`config.mk`:
```
export PLATFORM = sky130hd
export DESIGN_NAME = fu_div
export DESIGN_NICKNAME = d
export VERILOG_FILES = /design/src/rtl/fu_div.sv
export SDC_FILE = /design/constraint.sdc
export NUM_CORES = 1
export LEC_CHECK = 0
export BUFFER_PORTS_ARGS = -buffer_cell sky130_fd_sc_hd__buf_2
export CORE_ASPECT_RATIO = 1.1
export CORE_MARGIN = 3
export CORE_UTILIZATION = 50
export DETAILED_ROUTE_END_ITERATION = 8
export GPL_ROUTABILITY_DRIVEN = 1
export PLACE_DENSITY = 0.73
export SYNTH_ARGS = -nofsm -noshare
export SYNTH_HDL_FRONTEND = slang
export SYNTH_SLANG_ARGS = --single-unit
```
`constraint.sdc`:
```
create_clock -name clk -period 3.81 [get_ports clk]
set_input_delay 0.762 -clock clk [delete_from_list [all_inputs] [get_ports clk]]
set_output_delay 0.762 -clock clk [all_outputs]
set_load 0.005 [all_outputs]
```
`src/rtl/fu_div.sv`:
```
// Iterative radix-2 RV32M divide unit (DIV/DIVU/REM/REMU) with ROB-age flush.
// Optional macro DIV_EARLY_OUT_EN: skip iteration when |dividend| < |divisor|.
module fu_div #(
    parameter int XLEN      = 32,
    parameter int ROB_DEPTH = 16,
    parameter int PREG_W    = 7
) (
    input  logic              clk,
    input  logic              reset,
    input  logic              issue_valid,
    input  logic [PREG_W-1:0] issue_pd,
    input  logic [4:0]        issue_rob_idx,
    input  logic [2:0]        issue_func3,
    input  logic [XLEN-1:0]   rs1_val,
    input  logic [XLEN-1:0]   rs2_val,
    output logic              fu_ready,
    output logic              wb_valid,
    input  logic              wb_ready,
    output logic [PREG_W-1:0] wb_pd,
    output logic [4:0]        wb_rob_idx,
    output logic [XLEN-1:0]   wb_data,
    input  logic [4:0]        rob_head,
    input  logic              mispredict,
    input  logic [4:0]        mispredict_tag
);

    localparam int AW = $clog2(ROB_DEPTH);
    localparam int CW = $clog2(XLEN);
    localparam logic [CW-1:0] LAST = CW'(XLEN - 1);
    localparam logic [XLEN-1:0] MIN = {1'b1, {(XLEN-1){1'b0}}};

    localparam logic [1:0] S_IDLE = 2'd0;
    localparam logic [1:0] S_BUSY = 2'd1;
    localparam logic [1:0] S_FIX  = 2'd2;
    localparam logic [1:0] S_DONE = 2'd3;

    logic [1:0]        state;
    logic [CW-1:0]     cnt;
    logic [PREG_W-1:0] pd_q;
    logic [4:0]        rob_q;
    logic              rem_sel_q;
    logic              neg_q;
    logic [XLEN-1:0]   dvd_q;
    logic [XLEN-1:0]   dvs_q;
    logic [XLEN-1:0]   rem_q;

    // Age relative to the ROB head; larger distance means younger.
    function automatic logic younger(input logic [4:0] idx);
        return AW'(idx - rob_head) > AW'(mispredict_tag - rob_head);
    endfunction

    logic            kill;
    logic            accept;
    logic            is_signed;
    logic            is_rem;
    logic            a_neg;
    logic            b_neg;
    logic            res_neg;
    logic            div0;
    logic            ovf;
    logic [XLEN-1:0] abs_a;
    logic [XLEN-1:0] abs_b;

    assign fu_ready = (state == S_IDLE);
    assign kill     = mispredict && (state != S_IDLE) && younger(rob_q);
    assign accept   = issue_valid && fu_ready
                    && !(mispredict && younger(issue_rob_idx));
    assign wb_valid = (state == S_DONE) && !kill;
    assign wb_pd      = pd_q;
    assign wb_rob_idx = rob_q;

    assign is_signed = ~issue_func3[0];
    assign is_rem    = issue_func3[1];
    assign a_neg     = is_signed & rs1_val[XLEN-1];
    assign b_neg     = is_signed & rs2_val[XLEN-1];
    assign res_neg   = is_rem ? a_neg : (a_neg ^ b_neg);
    assign abs_a     = a_neg ? -rs1_val : rs1_val;
    assign abs_b     = b_neg ? -rs2_val : rs2_val;
    assign div0      = (rs2_val == '0);
    assign ovf       = is_signed && (rs1_val == MIN) && (rs2_val == '1);

    logic unused_f3;
    assign unused_f3 = issue_func3[2];

    // One restoring step: shift in next dividend bit, trial subtract.
    logic [XLEN-1:0] rem_sh;
    logic [XLEN:0]   trial;
    logic            ge;
    logic [XLEN-1:0] sel;
    logic [XLEN-1:0] fix_res;

    assign rem_sh  = {rem_q[XLEN-2:0], dvd_q[XLEN-1]};
    assign trial   = {1'b0, rem_sh} - {1'b0, dvs_q};
    assign ge      = ~trial[XLEN];
    assign sel     = rem_sel_q ? rem_q : dvd_q;
    assign fix_res = neg_q ? -sel : sel;

    always_ff @(posedge clk or negedge reset) begin
        if (!reset) begin
            state     <= S_IDLE;
            cnt       <= '0;
            pd_q      <= '0;
            rob_q     <= '0;
            rem_sel_q <= 1'b0;
            neg_q     <= 1'b0;
            dvd_q     <= '0;
            dvs_q     <= '0;
            rem_q     <= '0;
            wb_data   <= '0;
        end else begin
            unique case (state)
                S_IDLE: if (accept) begin
                    pd_q      <= issue_pd;
                    rob_q     <= issue_rob_idx;
                    rem_sel_q <= is_rem;
                    neg_q     <= res_neg;
                    cnt       <= '0;
                    if (div0) begin
                        wb_data <= is_rem ? rs1_val : '1;
                        state   <= S_DONE;
                    end else if (ovf) begin
                        wb_data <= is_rem ? '0 : MIN;
                        state   <= S_DONE;
                    end else
`ifdef DIV_EARLY_OUT_EN
                    if (abs_a < abs_b) begin
                        dvd_q <= '0;
                        rem_q <= abs_a;
                        state <= S_FIX;
                    end else
`endif
                    begin
                        dvd_q <= abs_a;
                        dvs_q <= abs_b;
                        rem_q <= '0;
                        state <= S_BUSY;
                    end
                end
                S_BUSY: if (kill) begin
                    state <= S_IDLE;
                end else begin
                    rem_q <= ge ? trial[XLEN-1:0] : rem_sh;
                    dvd_q <= {dvd_q[XLEN-2:0], ge};
                    cnt   <= cnt + 1'b1;
                    if (cnt == LAST) state <= S_FIX;
                end
                S_FIX: if (kill) begin
                    state <= S_IDLE;
                end else begin
                    wb_data <= fix_res;
                    state   <= S_DONE;
                end
                S_DONE: if (kill || wb_ready) state <= S_IDLE;
                default: state <= S_IDLE;
            endcase
        end
    end

endmodule

```
## Word level (Yosys, flattened, before mapping)

Index checks and enable logic that the tools add are counted.

| operators by class | value |
|---|---|
| bitwise logic cells | 7 |
| reductions and logical operators | 22 |
| eq/ne operators | 14 |
| magnitude comparators | 2 |
| multiplexer cells | 34 |
| add/sub/neg operators | 8 |

Operators by type and width:

| kind | number |
|---|---|
| two-way mux 32 bit | 19 |
| case mux 32 bit (2 select lines) | 3 |
| negator 32 bit | 3 |
| == test 32 bit (second input constant) | 2 |
| subtractor 32 x 32 -> 33 bit | 1 |
| logical NOT 32 bit | 1 |
| two-way mux 2 bit | 7 |
| subtractor 4 bit | 3 |
| two-way mux 5 bit | 2 |
| case mux 5 bit (2 select lines) | 1 |
| > comparator 4 bit | 2 |
| logical AND 1 bit | 8 |
| inequality test 2 bit (second input constant) | 4 |
| case mux 2 bit (4 select lines) | 1 |
| AND reduction 4 bit | 2 |
| AND reduction 3 bit | 2 |
| nonzero test 2 bit | 3 |
| adder 5 x 1 -> 5 bit (second input constant) | 1 |
| == test 5 bit (second input constant) | 1 |
| AND reduction 5 bit | 1 |
| == test 2 bit (second input constant) | 2 |
| inequality test 2 x 1 -> 1 bit (second input constant) | 2 |
| NOT 1 bit | 4 |
| inequality test 3 x 1 -> 1 bit (second input constant) | 1 |
| other kinds (9) | 11 |

| word-level totals | value |
|---|---|
| bits of input ports | 94 |
| output and inout bits | 46 |
| flip-flop bits (word level) | 149 |

## Depth between registers and ports, before layout

| logic depth | value |
|---|---|
| depth in word-level cells | 7 |
| gate-level depth with buffers | 18 |
| mapped depth without buffers | 15 |

## Worst setup path before layout

Ideal clock, no wire load.

| timing path | value |
|---|---|
| path type | register to register |
| start | reg rem_sel_q |
| end | reg wb_data[22] |
| buffers on the path | 5 |
| data required time | 3,685 ps |
| period minus slack after synthesis | 4,157 ps |
| cell stages (with the launch flop) | 15 |
| setup slack | -347 ps |
| setup time | 125 ps |
| arrival | 4,032 ps |
| cells stage by stage | dfrtp_1 -> buf_2 -> buf_1 -> buf_1 -> clkbuf_1 -> clkbuf_1 -> mux2i_1 -> ha_1 -> o21ai_0 -> or3_1 -> o21ai_0 -> o21ai_0 -> xor2_1 -> o21ai_0 -> mux2_2 |

| on the way | value |
|---|---|
| cells in the longest elaborated chain, start to end | 5 |

Ends and longest elaborated chain:

| what | line | source |
|---|---|---|
| start, declared | 41 | `logic rem_sel_q;` |
| start signal, assigned | 115 | `rem_sel_q <= is_rem;` |
| two-way mux 32 bit * | 95 | `assign sel = rem_sel_q ? rem_q : dvd_q;` |
| negator 32 bit | 96 | `assign fix_res = neg_q ? -sel : sel;` |
| two-way mux 32 bit * | 96 |  |
| two-way mux 32 bit * | 147 | `S_FIX: if (kill) begin` |
| case mux 32 bit (2 select lines) * | 111 | `unique case (state)` |
| end signal, assigned | 119 | `wb_data <= is_rem ? rs1_val : '1;` |
| end signal, assigned | 122 | `wb_data <= is_rem ? '0 : MIN;` |
| end signal, assigned | 150 | `wb_data <= fix_res;` |
| end, declared | 21 | `output logic [XLEN-1:0] wb_data,` |

Mark *: on every way between the ends. The rest lies on a longest branch, timed or not. The select of a mux whose other input is x is not followed.
A chain may end at the register's enable or synchronous reset.

## Worst setup path in the final report

| timing path | value |
|---|---|
| start | in rob_head[1] |
| end | out wb_valid |

| on the way | value |
|---|---|
| cells in the longest elaborated chain, start to end | 5 |

Ends and longest elaborated chain:

| what | line | source |
|---|---|---|
| start, declared | 22 | `input logic [4:0] rob_head,` |
| subtractor 4 bit | 49 | `return AW'(idx - rob_head) > AW'(mispredict_tag - rob_head);` |
| > comparator 4 bit * | 49 |  |
| logical AND 1 bit * | 65 | `assign kill = mispredict && (state != S_IDLE) && younger(rob_q);` |
| logical NOT 1 bit * | 68 | `assign wb_valid = (state == S_DONE) && !kill;` |
| logical AND 1 bit * | 68 |  |
| end, declared | 17 | `output logic wb_valid,` |

Mark *: on every way between the ends. The rest lies on a longest branch, timed or not.

==> out/qor.txt <==
Drt total wl: 30,100 um
Synth area leaders: dfrtp_1, o21ai_0, ha_1
Clock sinks: 149
Maximum VDD drop: 0.000420 V
Fin. Hold Viols: 0
Mean post-synth cell area: 8.25 um^2
Crit-path max cell delay: 540 ps
Slew headroom: 51.7%
Slowest CP cell: fa_1
Synth Flop Type: dfrtp_1
DRT iter0 DRCs: 792
Yosys warning count: 0
Switching part of the total: 44.2%
Crit-path max FO: 4
Crit-path cells: buf_2, inv_2, buf_4, fa_1, inv_1, ha_1, a21oi_1, o21ai_0, a221oi_2, nor3_2, nor2_1, buf_2
Cell Int Power: 0.00584 W
Asr flop ratio synth: 100%
CP Class: primary input to primary output
Vias per inst: 5.69
WP data arrival: 2970 ps
Cell Area, Synth: 11,500 um^2
CP required: 3050 ps
Switching pwr: 0.00463 W
Row cnt: 57
Synth cell types: 63
Pins Over Slew Limit: 0
Die area: 24,800 um^2
Final #Nets: 1,698
Pre-antenna DRT Iters: 7
Register area share after synthesis: 32.6%
DR DRC count: 0
Status: finished, final reports clean
Critical path launch point: rob_head[1]
Clock transition at path regs: 60 ps
Final setup violation count: 0
Initial antenna violation count: 0
PD cells: 777 nW/um^2
Share of cells above drive strength 1: 19.7%
H-tree depth: 4
Total global-route track usage: 24.5%
Hold WS: 358 ps
Clk_lat worst skew: 430 ps
Peak Freq: 268 MHz
Fin crit share: 97.9%
Hold Crit Class: primary input to async pin
Clock period minus final worst setup slack: 3730 ps
Crit end category: primary output
Io pins: 140
IO Port Bufs: 136
Mapped Cells: 1,388
Clock tree root driver cell: clkbuf_16
Core area: 22,300 um^2
Detail Placement HPWL: 23,100 um
Leak: 6.02 nW
Part of the power in combinational logic: 55.6%
Clock Path Buffers: 2
CTS tree: done
First-pass GRT wire length: 48,900 um
Clock network fraction of design power: 17.1%
Layout area overhead: 17.7%
R2R depth: 14
Actual slew at the worst max-slew pin: 724 ps
Vert. Die Dim: 165 um
Initial Utilization: 51.3%
CTS buffer count: 17
Number of fill cells: 1,954
RSZ-0062 raised after global routing: yes
ANT nets after route: 0
CP dominant cell by count: buf_2
Final global-route overflow total: 0
Diode count: 0
Cell taking the most area after synthesis: dfrtp_1
WL/cell: 16.2 um
R2r startpoint: dvd_q[31]
Worst Setup Start Kind: primary input
Cell count after placement: 1,823
DR vias: 10,600
Seq cells post-synth: 149
Largest net degree at the start of global routing: 78
Top cell type's share of synthesized area: 32.6%
Sequential share of power: 27.4%
Non-filler cells, final: 1,855
MaxCap Viol Count: 0
Die width: 150 um
Routability cong.: 0.923
Vias in the first global route: 9,751
Synth Net Count: 1,537
Post-synth EDFFs: 0
Skew final: 9.95 ps
cells in the mapped netlist, types with 26 or more instances:
master	count
nand2_1	131
mux2_2	26
xnor2_1	55
mux2i_1	54
dfrtp_1	149
ha_1	51
xor2_1	72
nor2_1	137
nor3_1	38
clkbuf_1	41
o21ai_0	154
a21oi_1	122
inv_1	72
cell type report:
cell class	instances	area, um^2	area share [%]
Inverter	72	270	2.00
Clock inverter	9	153	1.13
Timing Repair Buffer	210	1330	9.87
Tap cell	295	369	2.74
Multi-Input combinational cell	1099	7170	53.2
Sequential cell	149	3730	27.7
Clock buffer	21	460	3.42
worst paths after layout:
check / endpoint / slack, ps
setup / recovery: wb_valid / 80
hold / removal: wb_pd[4] / 360
setup reg to reg: rem_q[14] / 310
hold reg to reg: dvs_q[29] / 490
max in group asynchronous: wb_data[14] / 2570
min in group clk: dvs_q[29] / 490
power by group through the flow:
stage          combinational (W)  clock (W)  sequential (W)
6_report                 0.00582    0.00179         0.00287
5_1_grt                  0.00652    0.00189         0.00295
4_1_cts                  0.00577    0.00180         0.00285
3_5_place_dp             0.00573          0         0.00288
3_3_place_gp             0.00559          0         0.00285
2_1_floorplan            0.00424          0         0.00274
cells in the final DEF (no fill, tap or decap), types with 4 or more instances in the layout:
cell and count:
buf_4 67, mux2_2 26, o21bai_1 6, a21oi_1 120, xnor2_1 55, buf_2 135, fa_1 4, o31ai_1 16
bufinv_16 4, ha_1 51, clkbuf_16 17, o21ai_0 152, xor2_1 72, nor4_1 13, o41ai_1 4, a32oi_1 13
a31oi_1 18, nand2b_1 19, and3_1 5, nand2_1 131, or4_1 6, a211oi_1 6, mux2i_1 54, a21o_1 11
o211ai_1 9, nor3_1 37, buf_12 7, dfrtp_1 148, nor2_1 137, o21a_1 7, a21oi_2 24, nand3_1 16
inv_1 71, nand4_1 16, or3_1 11, nor2b_1 5
critical path, delay by kind of cell:
kind,cells,cell delay (ps)
simple gates,2,270
fa+ha+maj,2,830
buf+inv,5,480
compound gates,3,630
state kept, by name, summed over array words and instances, names as in the netlist:
name,count
neg_q,1
dvd_q,32
rem_q,32
rem_sel_q,1
state,2
wb_data,32
cnt,5
wb_pd,7
wb_rob_idx,5
dvs_q,32
kinds of logic (layout without fill, tap and decap cells):
group / Yosys count / count (layout) / synth area share (%)
flops: 149 / 149 / 32.6
simple gates: 418 / 418 / 16.8
xor+xnor: 127 / 127 / 9.71
compound gates: 419 / 419 / 22.1
mux: 80 / 80 / 7.27
fa+ha+maj: 55 / 55 / 6.27
buf+inv: 140 / 312 / 5.31
through the flow:
step                      setup slack, ps  TNS, ps  instance area [um^2]  total power (W)  utilization, %
after global placement              -48.6     -994                 12800          0.00844            57.5
after detailed placement             -114    -4280                 12800          0.00860            57.5
after global routing                -77.3    -77.3                 13500           0.0114            60.4
after CTS                            5.15        0                 13500           0.0104            60.3
final                                81.1        0                 13500           0.0105            60.4
after floorplan                      23.8        0                 11500          0.00698               -
repair_timing:
item | 4_1_cts | 5_1_grt
hold buffers | 0 | 0
buffers inserted | 1 | 1
gates resized for setup | 1 | 6
pin swaps | 2 | 3
setup endpoints to repair | 1 | 20
layer usage:
layer	GRT usage (%)	wire length [um]
met5	0	0
met4	5.99	522
met3	4.09	1970
met2	37.8	13000
met1	36.0	14600
Power figures use the tool's default switching activity.
